`src/rtl/ifq_pkg.sv`:
```
// Shared types and constants for the instruction fetch queue.
// Optional feature macro used by the top level: IFQ_STATS_EN.
package ifq_pkg;

  localparam int unsigned ADDR_W = 16;
  localparam int unsigned DATA_W = 64;

  typedef enum logic [1:0] {
    IDLE = 2'd0,
    REQ  = 2'd1,
    DROP = 2'd2
  } ifq_state_t;

  typedef struct packed {
    logic [ADDR_W-1:0] addr;
    logic [DATA_W-1:0] data;
  } ifq_entry_t;

  // Occupancy counter width: must hold the value DEPTH itself.
  function automatic int unsigned ifq_cnt_w(input int unsigned depth);
    return $clog2(depth) + 1;
  endfunction

  // Sequential word address, wrapping at the top of the address space.
  function automatic logic [ADDR_W-1:0] ifq_next_addr(input logic [ADDR_W-1:0] a);
    return a + ADDR_W'(1);
  endfunction

endpackage

```
`src/rtl/ifq_fifo.sv`:
```
// Prefetch storage: circular FIFO of {addr, data} entries.
// Synchronous flush, asynchronous active-low reset; push and pop may
// happen together (also when full, the pop frees the written slot).
module ifq_fifo
  import ifq_pkg::*;
#(
  parameter int unsigned DEPTH = 4
) (
  input  logic                        clk,
  input  logic                        rst_n,
  input  logic                        i_push,
  input  logic                        i_pop,
  input  logic                        i_flush,
  input  ifq_entry_t                  i_din,
  output ifq_entry_t                  o_dout,
  output logic                        o_full,
  output logic                        o_empty,
  output logic [ifq_cnt_w(DEPTH)-1:0] o_count
);

  localparam int unsigned PTR_W = $clog2(DEPTH);
  localparam int unsigned CNT_W = ifq_cnt_w(DEPTH);

  ifq_entry_t       r_mem [DEPTH];
  logic [PTR_W-1:0] r_rd_ptr;
  logic [PTR_W-1:0] r_wr_ptr;
  logic [CNT_W-1:0] r_count;

  logic w_do_pop;
  logic w_do_push;

  assign o_full    = (r_count == CNT_W'(DEPTH));
  assign o_empty   = (r_count == '0);
  assign o_count   = r_count;
  assign o_dout    = r_mem[r_rd_ptr];

  assign w_do_pop  = i_pop & ~o_empty;
  assign w_do_push = i_push & (~o_full | w_do_pop);

  // Entry storage: written on push, no reset needed (outputs are gated when empty).
  always_ff @(posedge clk) begin
    if (w_do_push && !i_flush) begin
      r_mem[r_wr_ptr] <= i_din;
    end
  end

  // Pointers and occupancy; flush wins over any same-cycle push or pop.
  always_ff @(posedge clk or negedge rst_n) begin
    if (!rst_n) begin
      r_rd_ptr <= '0;
      r_wr_ptr <= '0;
      r_count  <= '0;
    end else if (i_flush) begin
      r_rd_ptr <= '0;
      r_wr_ptr <= '0;
      r_count  <= '0;
    end else begin
      if (w_do_push) r_wr_ptr <= r_wr_ptr + PTR_W'(1);
      if (w_do_pop)  r_rd_ptr <= r_rd_ptr + PTR_W'(1);
      r_count <= r_count + CNT_W'(w_do_push) - CNT_W'(w_do_pop);
    end
  end

endmodule

```
`src/rtl/instr_fetch_queue.sv`:
```
// Instruction prefetch queue: fetches sequential 64-bit words from memory
// into a small FIFO and hands them to the instruction processor.
// Optional macro IFQ_STATS_EN adds the fetched_cnt handshake counter port.
module instr_fetch_queue
  import ifq_pkg::*;
#(
  parameter int unsigned       DEPTH      = 4,
  parameter logic [ADDR_W-1:0] RESET_ADDR = 16'h0000
) (
  input  logic              clk,
  input  logic              reset,
  output logic              mem_req,
  output logic [ADDR_W-1:0] mem_addr_out,
  input  logic              mem_ack,
  input  logic [DATA_W-1:0] mem_data_in,
  output logic              instr_valid,
  output logic [DATA_W-1:0] instr_data,
  output logic [ADDR_W-1:0] instr_addr,
  input  logic              instr_ready,
  input  logic              redirect_valid,
  input  logic [ADDR_W-1:0] redirect_addr
`ifdef IFQ_STATS_EN
  ,
  output logic [15:0]       fetched_cnt
`endif
);

  localparam int unsigned CNT_W = ifq_cnt_w(DEPTH);

  ifq_state_t        r_state;
  logic              r_mem_req;
  logic [ADDR_W-1:0] r_mem_addr;
  logic [ADDR_W-1:0] r_fetch_pc;

  logic              w_pop;
  logic              w_push;
  logic              w_full;
  logic              w_empty;
  logic [CNT_W-1:0]  w_count;
  logic [CNT_W:0]    w_occ_next;
  logic              w_room;
  ifq_entry_t        w_din;
  ifq_entry_t        w_dout;

  assign w_pop  = ~w_empty & instr_ready;
  // Full-queue guard is defensive: the FSM never holds a request when full.
  assign w_push = (r_state == REQ) & mem_ack & ~redirect_valid & (~w_full | w_pop);
  assign w_din  = '{addr: r_fetch_pc, data: mem_data_in};

  // Occupancy after this edge, including the same-cycle push and pop.
  assign w_occ_next = {1'b0, w_count} + (CNT_W+1)'(w_push) - (CNT_W+1)'(w_pop);
  assign w_room     = (w_occ_next < (CNT_W+1)'(DEPTH));

  ifq_fifo #(
    .DEPTH (DEPTH)
  ) u_fifo (
    .clk     (clk),
    .rst_n   (reset),
    .i_push  (w_push),
    .i_pop   (w_pop),
    .i_flush (redirect_valid),
    .i_din   (w_din),
    .o_dout  (w_dout),
    .o_full  (w_full),
    .o_empty (w_empty),
    .o_count (w_count)
  );

  assign mem_req      = r_mem_req;
  assign mem_addr_out = r_mem_addr;
  assign instr_valid  = ~w_empty;
  assign instr_data   = w_empty ? '0 : w_dout.data;
  assign instr_addr   = w_empty ? '0 : w_dout.addr;

  // Fetch FSM with registered request outputs.
  always_ff @(posedge clk or negedge reset) begin
    if (!reset) begin
      r_state    <= IDLE;
      r_mem_req  <= 1'b0;
      r_mem_addr <= RESET_ADDR;
      r_fetch_pc <= RESET_ADDR;
    end else begin
      case (r_state)
        IDLE: begin
          if (redirect_valid) begin
            r_fetch_pc <= redirect_addr;
            r_mem_addr <= redirect_addr;
            r_mem_req  <= 1'b1;
            r_state    <= REQ;
          end else if (w_room) begin
            r_mem_addr <= r_fetch_pc;
            r_mem_req  <= 1'b1;
            r_state    <= REQ;
          end
        end
        REQ: begin
          if (redirect_valid) begin
            r_fetch_pc <= redirect_addr;
            if (mem_ack) begin
              r_mem_addr <= redirect_addr;
            end else begin
              // The old request stays on the bus until memory answers it.
              r_state <= DROP;
            end
          end else if (mem_ack) begin
            r_fetch_pc <= ifq_next_addr(r_fetch_pc);
            r_mem_addr <= ifq_next_addr(r_fetch_pc);
            if (!w_room) begin
              r_mem_req <= 1'b0;
              r_state   <= IDLE;
            end
          end
        end
        DROP: begin
          if (redirect_valid) begin
            r_fetch_pc <= redirect_addr;
          end
          if (mem_ack) begin
            r_mem_addr <= redirect_valid ? redirect_addr : r_fetch_pc;
            r_state    <= REQ;
          end
        end
        default: begin
          r_state   <= IDLE;
          r_mem_req <= 1'b0;
        end
      endcase
    end
  end

`ifdef IFQ_STATS_EN
  logic [15:0] r_fetched_cnt;

  // Saturating count of consumer handshakes; redirects do not clear it.
  always_ff @(posedge clk or negedge reset) begin
    if (!reset) begin
      r_fetched_cnt <= '0;
    end else if (w_pop && (r_fetched_cnt != '1)) begin
      r_fetched_cnt <= r_fetched_cnt + 16'd1;
    end
  end

  assign fetched_cnt = r_fetched_cnt;
`endif

endmodule

```
`config.mk`:
```
export PLATFORM = sky130hd
export DESIGN_NAME = instr_fetch_queue
export DESIGN_NICKNAME = d
export VERILOG_FILES = /design/src/rtl/ifq_pkg.sv /design/src/rtl/ifq_fifo.sv /design/src/rtl/instr_fetch_queue.sv
export SDC_FILE = /design/constraint.sdc
export NUM_CORES = 1
export LEC_CHECK = 0
export ABC_AREA = 1
export CAP_MARGIN = 30
export CORE_UTILIZATION = 55
export DETAILED_ROUTE_END_ITERATION = 8
export PLACE_DENSITY = 0.79
export SYNTH_ARGS = -nofsm -noshare
export SYNTH_HDL_FRONTEND = slang
export SYNTH_SLANG_ARGS = --single-unit
```
`constraint.sdc`:
```
create_clock -name clk -period 9 [get_ports clk]
set_input_delay 1.8 -clock clk [delete_from_list [all_inputs] [get_ports clk]]
set_output_delay 1.8 -clock clk [all_outputs]
set_load 0.1 [all_outputs]
```
After elaboration in Yosys (flattened, before gate mapping)
Memories as Yosys holds them, arrays and structs flattened.
Index checks and enable logic that the tools add are counted.
W data, S select, Z words.
- output and inout port bits: 98
- latch bits: 0
- flip-flop bits (word level): 42
- logic and storage cells: 85
- bits in read-only memories: 0
- memories kept: 1
- RAM bits: 320
- memory list (memory ; words ; width ; read ports ; clocked after Yosys merged registers in ; write ports ; RTL line ; text):
    u_fifo.r_mem ; 4 ; 80 ; 1 ; 0 ; 1 ; ifq_fifo.sv:24 ; ifq_entry_t r_mem [DEPTH];
- add/subtract/negate cells: 7
- shift operators: 0
- mux-type cells: 33
- multiply operators: 0
- reduce and logical (&&, ||, !) cells: 13
- order comparisons: 1
- divide/modulo/power cells: 0
- equality and inequality tests: 11
- bitwise gates (word level): 12
- operators by type and width (kind ; count):
    $mux W16 ; 9
    $mux W64 ; 1
    $pmux W16 S3 ; 1
    $pmux W16 S2 ; 1
    $mux W2 ; 11
    $add A16 B1 Y16 const B ; 1
    $ne A3 B3 Y1 const B ; 4
    $reduce_and A5 Y1 ; 2
    $ne A2 B2 Y1 const B ; 4
    $mux W1 ; 7
    $and A1 B1 Y1 ; 6
    $pmux W2 S3 ; 1
    $reduce_bool A2 Y1 ; 3
    $add A2 B1 Y2 const B ; 2
    $add A3 B1 Y4 ; 1
    $lt A4 B3 Y1 const B ; 1
    $not A1 Y1 ; 4
    $reduce_and A4 Y1 ; 1
    $sub A4 B1 Y4 ; 1
    $add A3 B1 Y3 ; 1
    $eq A3 B3 Y1 const B ; 1
    $logic_not A3 Y1 ; 1
    $mux W3 ; 1
    $pmux W1 S3 ; 1
    other kinds (10) ; 11

Depth between registers and ports, before layout
- word-level depth: 12
- gate-level depth with buffers: 19

By module
From an unflattened synthesis, not the netlist that was laid out.
- cell total of the unflattened synthesis: 1377
- area, all modules: 15509.9 um^2
- modules (own cells, without submodules) (module ; cells an instance ; area each (um^2) ; sequential area each (um^2) ; instances):
    ifq_fifo ; 836 ; 12356.9 ; 9784.4 ; 1
    instr_fetch_queue ; 541 ; 3153.0 ; 875.8 ; 1

Worst setup path before layout
No wires, ideal clock.
- path type: input port to flip-flop
- start point: in redirect_valid
- end point: mem u_fifo.r_mem[0][0] (netlist name) (enable)
- stages: 5
- arrival time: 5.477 ns
- setup time: 0.519 ns
- slack: 3.004 ns
- cell sequence: inv_2 > nand2_2 > nor2_4 > nand2_4 > nor2_1
- word-level cells in the longest chain between the ends: 7
- elaborated cells between the ends (all ways): 8
- classes of those cells: mux (2); bitwise (4); reduce/logical (2)
- ends and longest elaborated chain (element ; RTL line ; text):
    from (decl) ; instr_fetch_queue.sv:20 ; input logic redirect_valid,
    $not A1 Y1 ; instr_fetch_queue.sv:47 ; assign w_push = (r_state == REQ) & mem_ack & ~redirect_valid & (~w_full | w_pop);
    $and A1 B1 Y1 (2 in series) ; instr_fetch_queue.sv:47 ;
    $and A1 B1 Y1 ; ifq_fifo.sv:38 ; assign w_do_push = i_push & (~o_full | w_do_pop);
    $logic_and A1 B1 Y1 (*) ; ifq_fifo.sv:42 ; if (w_do_push && !i_flush) begin
    $mux W1 (*) ; ifq_fifo.sv:42 ;
    $mux W1 (implied by the code) (*) ; ifq_fifo.sv:43 ; r_mem[r_wr_ptr] <= i_din;
    to (decl) ; ifq_fifo.sv:24 ;
Mark *: on every way between the ends. The rest lies on a longest branch, timed or not.

Worst setup path after layout
- start point: reg u_fifo.r_rd_ptr[0]
- end point: out instr_addr[12]
- word-level cells in the longest chain between the ends: 2
- ends and longest elaborated chain (element ; RTL line ; text):
    from (decl) ; ifq_fifo.sv:25 ; logic [PTR_W-1:0] r_rd_ptr;
    from (signal assigned) ; ifq_fifo.sv:59 ; if (w_do_pop) r_rd_ptr <= r_rd_ptr + PTR_W'(1);
    $mem_v2 Z4 W80 ; n/a ;
    $mux W16 ; instr_fetch_queue.sv:73 ; assign instr_addr = w_empty ? '0 : w_dout.addr;
    to (decl) ; instr_fetch_queue.sv:18 ; output logic [ADDR_W-1:0] instr_addr,
No other way between the ends.

==> summary.md <==
| Metric | Value |
|---|---|
| Post-synth EDFFs | 320 |
| Asr flop ratio synth | 11.6% |
| Required @ worst endpoint | 7.20 ns |
| Critical Path Start Type | flop |
| Ranking of synthesized cells by area | edfxtp_1 (63%), nor2_1 (8.6%), dfrtp_1 (6.9%), o21ai_0 (6.7%), a21oi_1 (3.3%) |
| Final slew viol count | 0 |
| Largest fanout on the critical path | 81 |
| Remaining DRCs | 0 |
| CP Class | flop to primary output |
| Synth Area in Compound Gates | 11.8% |
| Max-cap viol count | 0 |
| Hold Violations, Final | 0 |
| Rel. slew slack | 31.1% |
| Delay of the slowest critical-path stage | 1.21 ns |
| Vias in the first global route | 10576 |
| Vias post-DR | 10745 |
| H-Tree Depth | 2 |
| CTS Hold Buffers Added | 0 |
| Antenna violations before repair | 0 |
| Final Util | 68.7% |
| Via-per-instance ratio | 5.71 |
| Main combinational cell family by area after synthesis | simple AND/OR/NAND/NOR gates |
| Die Y-Extent | 168 um |
| PortBufs | 182 |
| Die X-Extent | 168 um |
| Latest clock arrival within the worst-skew pair | 0.52 ns |
| Worst Skew | 0.0263 ns |
| Postcts setup bufs | 0 |
| Fraction of layout cells with a size suffix above 1 | 7.78% |
| Simple-gate portion of the synthesized area | 13.3% |
| Syn nets | 1452 |
| Top_reg_cell synth | edfxtp_1 |
| Largest net degree at the start of global routing | 82 |
| Syn Inst Count | 1357 |
| Crit-path leading delay family | buffers and inverters |
| Final setup fails | 0 |
| Status | completed |
| Post-route ant nets | 0 |
| Iteration-0 DRC Markers | 1120 |
| Mux share of post-synthesis cell area | 0.132% |
| Fin crit share | 69.0% |
| First drt pass iteration count | 7 |
| Mapped cell area | 15200 um2 |
| CTS max path bufs | 3 |
| Routed length per instance | 18.7 um |
| Setup TNS | 0 ns |
| Seq cells post-synth | 362 |
| WP buf/inv | 3 |
| Fillers | 1840 |
| Clock sinks | 362 |
| Resized Gates After CTS | 0 |
| Hold Path Class | flop to flop |
| Critical path cell sequence | inv_4 -> buf_4 -> o21ai_0 -> a21oi_1 -> clkdlybuf4s50_1 |
| Grt ovf | 0 |
| Ant. Diodes | 0 |
| Yosys cell types | 36 |
| Post-synth top cells | nor2_1 (347), edfxtp_1 (320), o21ai_0 (204), a21oi_1 (99), nand2_1 (96) |
| Post-Route WL | 35.2 mm |
| Synth Area in XOR/XNOR | 0.173% |
| Final GP Congestion | 0.865 |
| First-pass GRT wire length | 55.5 mm |
| Global Route Usage Sum | 25.2% |
| Nets | 1610 |
| Ys Warns | 0 |
| Worst-margin pin slew | 1.03 ns |
| Num ports | 183 |
| Synth top area share | 63.2% |
| Worst Path Arrival | 4.41 ns |
| CP Capture Type | primary output |
| TritonCTS clock tree | done |
| Slowest-stage cell, CP | clkdlybuf4s50_1 |
| Yosys top cell by area | edfxtp_1 |
| Root buffer cell | clkbuf_16 |
| Final Critical Period | 6.21 ns |
| Synthesized area per cell | 11.2 um2 |
| Register clock-pin slew on the reported worst setup and hold paths | 0.06 ns |
| Fmax | 0.161 GHz |
| Final HPWL DP | 20.3 mm |
| Adder-cell area share of the yosys netlist | 0.872% |
| Full die area | 28300 um2 |
| Area grow syn2layout | 22.0% |
| CTS Buf Count | 37 |
| Seq/Total Area, Yosys | 70.1% |
| Row cnt | 60 |
| Core Area | 27000 um2 |
| Unrepaired setup endpoints after global routing | false |
| Initial core utilization | 56.3% |
| Most common cell in the netlist | nor2_1 |
## cells in the final DEF (no fill, tap or decap), types with 19 or more instances in the layout
cell	Yosys	final
nor2_1	347	343
edfxtp_1	320	320
o21ai_0	204	204
clkdlybuf4s50_1	0	181
a21oi_1	99	99
nand2_1	96	96
inv_1	54	54
dfrtp_1	42	40
clkbuf_16	0	38
nand3_1	19	19
## registers in the layout, indices dropped and copies added, names as in the netlist
| signal | flops |
|---|---|
| r_fetch_pc | 16 |
| u_fifo.o_count | 3 |
| mem_req | 1 |
| u_fifo.r_mem | 320 |
| mem_addr_out | 16 |
| u_fifo.r_wr_ptr | 2 |
| r_state | 2 |
| u_fifo.r_rd_ptr | 2 |
## worst register-to-register path: stages, from the launching register on
cell	delay (ns)
dfrtp_1	0.83
nand2_4	0.27
nor2_4	0.22
nand2_4	0.13
nor2_4	0.71
buf_4	0.81
## per-stage QoR
step | worst slack [ns] | hold WS, ns | std cells | area [um2]
CTS | 2.79 | 0.499 | 1882 | 18500
global placement | 3.38 | 0.469 | 1813 | 17300
finish | 2.79 | 0.494 | 1883 | 18600
detailed placement | 3.33 | 0.474 | 1816 | 17300
global route | 2.57 | 0.515 | 1883 | 18600
floorplan | 3.00 | 0.496 | 1357 | 15200
## cells by family (layout without fill, tap and decap cells)
family,after synthesis,after routing
xor gates and xnor gates,3,3
and+or+nand+nor,501,501
DFF,362,362
adders and majority gates,10,10
muxes,2,2
buffers and inverters,137,322
AOI/OAI and AO/OA,342,342
## layout make-up
type	count	area (um2)	area share (%)
tap	341	427	2.30
sequential	362	10700	57.5
inverter	59	224	1.21
clock inverter	19	211	1.14
multi-input combinational	858	4030	21.7
timing repair buffer	197	2000	10.8
clock buffer	47	995	5.36
## metal layers
metal  track usage (%)  up-vias  wire, um
met5                 0        -         0
met4              7.75        0       780
met3              4.82       62      2900
met2              41.7      495     17100
met1              34.0     5144     14400
li1                  -     5044         -
## final timing paths
path                                    start                  to  slack, ns  cells past startpoint
max in group asynchronous               reset  u_fifo.r_rd_ptr[0]       7.37                      2
max                        u_fifo.r_rd_ptr[0]      instr_addr[12]       2.79                      5
min in group asynchronous               reset     mem_addr_out[5]       1.13                      1
min                          mem_addr_out[10]    mem_addr_out[10]       0.49                      2
min reg2reg                  mem_addr_out[10]    mem_addr_out[10]       0.49                      2
max reg2reg                        r_state[0]  u_fifo.r_mem[3][4]       5.64                      5
Power is not shown: default switching activity piles up to over one toggle a cycle in this logic, so the estimate is an artifact.
